--- src/rtl/frontend_command_definition_pkg.sv ---
// Shared definitions for the frontend command path: address geometry defaults,
// read-hazard FSM encoding and the write-queue slot layout.
`ifndef ROW_ADDR_BITS
`define ROW_ADDR_BITS 14
`endif
`ifndef COL_ADDR_BITS
`define COL_ADDR_BITS 10
`endif
`ifndef BANK_ADDR_BITS
`define BANK_ADDR_BITS 3
`endif

package frontend_command_definition_pkg;

  localparam int WQ_SLOTS       = 8;
  localparam int DEF_ADDR_WIDTH = `ROW_ADDR_BITS + `COL_ADDR_BITS + `BANK_ADDR_BITS;

  typedef enum logic [1:0] {
    IDLE  = 2'd0,
    CHECK = 2'd1,
    HOLD  = 2'd2,
    ISSUE = 2'd3
  } hazard_state_t;

  // One pending write slot; the address is {bank, row, col}.
  typedef struct packed {
    logic                      valid;
    logic [DEF_ADDR_WIDTH-1:0] addr;
  } wq_entry_t;

endpackage

--- src/rtl/raw_addr_cmp.sv ---
// Combinational compare of the captured read address against all pending
// write slots; reports the per-slot match vector and the youngest hit.
module raw_addr_cmp
  import frontend_command_definition_pkg::*;
#(
  parameter int ADDR_WIDTH = DEF_ADDR_WIDTH
) (
  input  logic [ADDR_WIDTH:0]   slots [WQ_SLOTS],
  input  logic [ADDR_WIDTH-1:0] addr_q,
  output logic [WQ_SLOTS-1:0]   match,
  output logic                  any_hit,
  output logic [2:0]            youngest_idx
);

  // Invalid slots never match, whatever their address bits hold.
  always_comb begin
    for (int k = 0; k < WQ_SLOTS; k++) begin
      match[k] = slots[k][ADDR_WIDTH] && (slots[k][ADDR_WIDTH-1:0] == addr_q);
    end
  end

  assign any_hit = |match;

  // NOTE: the default assignment ahead of the loop keeps this block latch-free.
  always_comb begin
    youngest_idx = '0;
    for (int k = 0; k < WQ_SLOTS; k++) begin
      if (match[k]) youngest_idx = 3'(k);
    end
  end

endmodule

--- config.mk ---
export PLATFORM = sky130hd
export DESIGN_NAME = raw_addr_cmp
export DESIGN_NICKNAME = d
export VERILOG_FILES = /design/src/rtl/frontend_command_definition_pkg.sv /design/src/rtl/raw_addr_cmp.sv
export SDC_FILE = /design/constraint.sdc
export NUM_CORES = 1
export LEC_CHECK = 0
export ABC_AREA = 1
export BUFFER_PORTS_ARGS = -buffer_cell sky130_fd_sc_hd__buf_2
export CAP_MARGIN = 10
export CORE_AREA = 2 2 101 103
export DETAILED_ROUTE_END_ITERATION = 7
export DIE_AREA = 0 0 103 105
export PLACE_DENSITY_LB_ADDON = 0.25
export SKIP_LAST_GASP = 1
export SYNTH_ARGS = -nofsm -noshare
export SYNTH_HDL_FRONTEND = slang
export SYNTH_SLANG_ARGS = --single-unit
--- constraint.sdc ---
create_clock -name vclk -period 3.1
set_input_delay 0.155 -clock vclk [all_inputs]
set_output_delay 0.155 -clock vclk [all_outputs]
set_load 0.02 [all_outputs]
Yosys cells after proc, flatten, opt, wreduce, memory -nomap -nowiden:

Cells that the tools add are included.
W data, S select, Z words.

* register bits: 0
* bits of input ports: 251
* output and inout bits: 12
* word-level logic and storage cells: 24

* mux-type cells: 7
* eq/ne operators: 8
* reduce and logical (&&, ||, !) cells: 9

Operators with widths (count)
* $eq A27 B27 Y1: 8
* $mux W3: 6
* $logic_and A1 B1 Y1: 8
* $reduce_or A8 Y1: 1
* $mux W1: 1

Longest topological paths before layout:

* depth in word-level cells: 9
* gate-level depth with buffers: 16
* gate-level depth less buffers: 15

Worst setup path before layout:

OpenSTA, ideal clock, no wires.

* kind: input port to output port
* start point: input addr_q[4]
* end point: output youngest_idx[0]
* cell stages on the path: 14
* data arrival time: 1.406 ns
* path slack: 1.539 ns
* data required time: 2.945 ns
* cells stage by stage: buf_2 > inv_2 > nor2_1 > nor2_1 > nand2_1 > nor2_1 > nand3_1 > nor2_2 > nand2_1 > nand2_1 > nand2_1 > nand2_1 > nand2_1 > nand2_1

* longest elaborated chain between the ends: 9
* elaborated cells on any way between the ends: 21
* those cells by class: eq/ne (7); mux (7); reduce/logical (7)

Ends and longest elaborated chain
* start, declared: RTL line raw_addr_cmp.sv:9 `input logic [ADDR_WIDTH-1:0] addr_q,`
* $eq A27 B27 Y1: RTL line raw_addr_cmp.sv:18 `match[k] = slots[k][ADDR_WIDTH] && (slots[k][ADDR_WIDTH-1:0] == addr_q);`
* $logic_and A1 B1 Y1: RTL line raw_addr_cmp.sv:18
* named net match[1]: RTL line raw_addr_cmp.sv:10 `output logic [WQ_SLOTS-1:0] match,`
* $mux W1: RTL line raw_addr_cmp.sv:28 `if (match[k]) youngest_idx = 3'(k);`
* $mux W3 (6 in a row): RTL line raw_addr_cmp.sv:28
* end, declared: RTL line raw_addr_cmp.sv:12 `output logic [2:0] youngest_idx`

The timed path passes the listed nets, and every way through them passes these cells.

Worst setup path in the final report:

* start point: input addr_q[6]
* end point: output youngest_idx[0]

* longest elaborated chain between the ends: 9
* elaborated cells on any way between the ends: 21
* those cells by class: eq/ne (7); mux (7); reduce/logical (7)

Ends and longest elaborated chain (RTL line)
* $eq A27 B27 Y1: raw_addr_cmp.sv:18
* $logic_and A1 B1 Y1: raw_addr_cmp.sv:18
* $mux W1: raw_addr_cmp.sv:28
* $mux W3 (5 in a row): raw_addr_cmp.sv:28
* $mux W3 *: raw_addr_cmp.sv:28

Every way passes the cells marked *; elsewhere a longest branch is shown, timed or not.

==> results.sh <==
export IMPL_grt_usage=0.3021
export IMPL_die_area_um2=10820
export IMPL_layout_setup_ws_ns=1.066
export IMPL_yosysSeqAreaShare=0
export IMPL_fin_crit_sh=0.6561
export IMPL_p_leak_uw=0.002819
export IMPL_place_congestion=0.9617
export IMPL_multi_input_area_um2=2754
export IMPL_rows=36
export IMPL_worst_path_max_delay_cell="buf_2"
export IMPL_postCtsSetupBuffers=0
export IMPL_wl_per_cell_um=16.20
export IMPL_nClkBuffers=0
export IMPL_yosysMostFrequentCell="nand2_1"
export IMPL_port_buffers=263
export IMPL_cp_start_kind="input pin"
export IMPL_vias=5269
export IMPL_cp_arrival_ns=1.88
export IMPL_syn_nets=953
export IMPL_hp_class="in -> out"
export IMPL_avgSynthCellArea_um2=4.755
export IMPL_remaining_drc_errors=0
export IMPL_yosys_top_cells_area="nand2_1 (32%), xnor2_1 (10%), inv_1 (9.9%)"
export IMPL_ys_top_cells_by_count="nand2_1 (283), inv_1 (88), nor2_1 (78)"
export IMPL_critical_path_buf_inv_count=3
export IMPL_layout_nets=1195
export IMPL_yosys_warnings=0
export IMPL_grt_pass1_vias=4826
export IMPL_crit_start="addr_q[6]"
export IMPL_setup_viol=0
export IMPL_finalHoldViolations=0
export IMPL_fin_crit_ns=2.034
export IMPL_max_cap_viol_count=0
export IMPL_seq_cells=0
export IMPL_syn_cell_area_um2=3338
export IMPL_regArea_um2=0
export IMPL_syn_to_final_growth_pct=39.32
export IMPL_ctsResizeCount=0
export IMPL_finalSetupTns_ns=0
export IMPL_yosysTopAreaCellShare=0.3182
export IMPL_fmax_mhz=491.7
export IMPL_yosysTopAreaCell="nand2_1"
export IMPL_ant_nets=0
export IMPL_critPathTopFamily="simple AND/OR/NAND/NOR gates"
export IMPL_grt_pass1_wl_um=24980
export IMPL_dpl_worst_slack_ns=1.044
export IMPL_start_util=0.3463
export IMPL_tightestPinTransition_ns=0.5437
export IMPL_crit_chain="buf_2 > inv_1 > a21boi_0 > nand2_1 > nor2_1 > nand2_1 > nor2_1 > nand2_1 > nand2_1 > nand2_1 > nand2_1 > nand2_1 > nand2_1 > nand2_1 > buf_2"
export IMPL_finalMaxSlewViolations=0
export IMPL_crit_path_end_kind="output pin"
export IMPL_min_delay_start="slots[55]"
export IMPL_cp_max_fo=8
export IMPL_relSlewSlack=0.6371
export IMPL_vias_per_cell=4.897
export IMPL_cp_required_ns=2.94
export IMPL_fp_dieW_um=103
export IMPL_netlist_instances=702
export IMPL_path_common_cell="nand2_1"
export IMPL_hpwlAfterDp_um=14910
export IMPL_rsz0062_at_grt="no"
export IMPL_outcome="complete, no violations"
export IMPL_synth_cell_types=32
export IMPL_wirelength_um=17430
export IMPL_drt_pass1_iter_count=5
export IMPL_layout_drive_gt1_share=0.3174
export IMPL_ir_worst_vdd_mv=0.06318
export IMPL_cpPeakStageDelay_ns=0.28
export IMPL_p_per_area_nw_per_um2=129.3
export IMPL_coreArea_um2=9639
export IMPL_cts_hold_buf=0
export IMPL_path_class="in -> out"
export IMPL_first_iter_violations=314
export IMPL_antenna_found_initial=2
export IMPL_grt_max_degree=15
export IMPL_grt_ovfl_total=0
export IMPL_ios=263
export IMPL_die_y_um=105
export IMPL_n_fill_cell=1178
## cells in the final DEF, fill, tap and decap left out
cell type and count:
xor2_1 17, a211oi_2 1, nor3_1 9, and2_0 1, nand4_1 21, or2_1 2
nand3_1 10, o221ai_1 1, or2_0 2, inv_1 88, o22ai_1 22, inv_2 20
a22o_1 2, or2_2 8, diode_2 1, xnor2_1 40, a21boi_0 1, o21ai_1 2
a221oi_1 1, a21oi_1 6, o2111ai_1 3, o21ai_0 44, o211ai_1 5, nand2_1 283
inv_4 1, buf_2 263, nor2_1 78, a211oi_1 4, nand2_2 2, nor2_2 4
nand3b_1 1
## cells by family (layout without fill, tap and decap cells)
kind of cell | count (synthesis) | count (layout) | synth area share
xor+xnor | 57 | 57 | 0.1496
other cells | 0 | 1 | 0
compound gates | 92 | 92 | 0.1638
simple gates | 421 | 421 | 0.5116
buf+inv | 132 | 372 | 0.1750
## report_power, final
part | leakage [µW] | internal [µW] | switching (µW)
Combinational | 0.00282 | 262 | 340
Clock | 0.00000000634 | 0.0000431 | 0
Sequential | 0 | 0 | 0
Total | 0.00282 | 262 | 340
## final timing paths
check,endpoint,cells after the start
setup / recovery,youngest_idx[0],15
hold / removal,match[6],6
## stage by stage
| step | utilization | std cells | hold slack [ns] | area (µm²) | total power (µW) |
|---|---|---|---|---|---|
| detailed placement | 0.4822 | 1075 | 0.8235 | 4648 | 593.7 |
| floorplan | - | 702 | 0.5702 | 3338 | 321.1 |
| CTS | 0.4822 | 1075 | 0.8259 | 4648 | 596.3 |
| global placement | 0.4822 | 1075 | 0.8205 | 4648 | 593.6 |
| finish | 0.4825 | 1076 | 0.8201 | 4651 | 601.4 |
| global route | 0.4825 | 1076 | 0.8569 | 4651 | 664.0 |
## area by class of cell
| class | count | area share |
|---|---|---|
| inverters | 109 | 0.08851 |
| well taps | 133 | 0.03578 |
| repair buffers | 263 | 0.2830 |
| diodes | 1 | 0.0005381 |
| multi-input cells | 570 | 0.5921 |
## per-layer routing
metal,share of wire,wire [µm],track usage,vias up
li1,-,-,-,2668
met1,0.39,6870,0.3734,2307
met2,0.49,8599,0.5543,268
met3,0.092,1604,0.03478,24
met4,0.020,352,0.05451,2
met5,0.00040,7,0,-
Power figures use the tool's default switching activity.
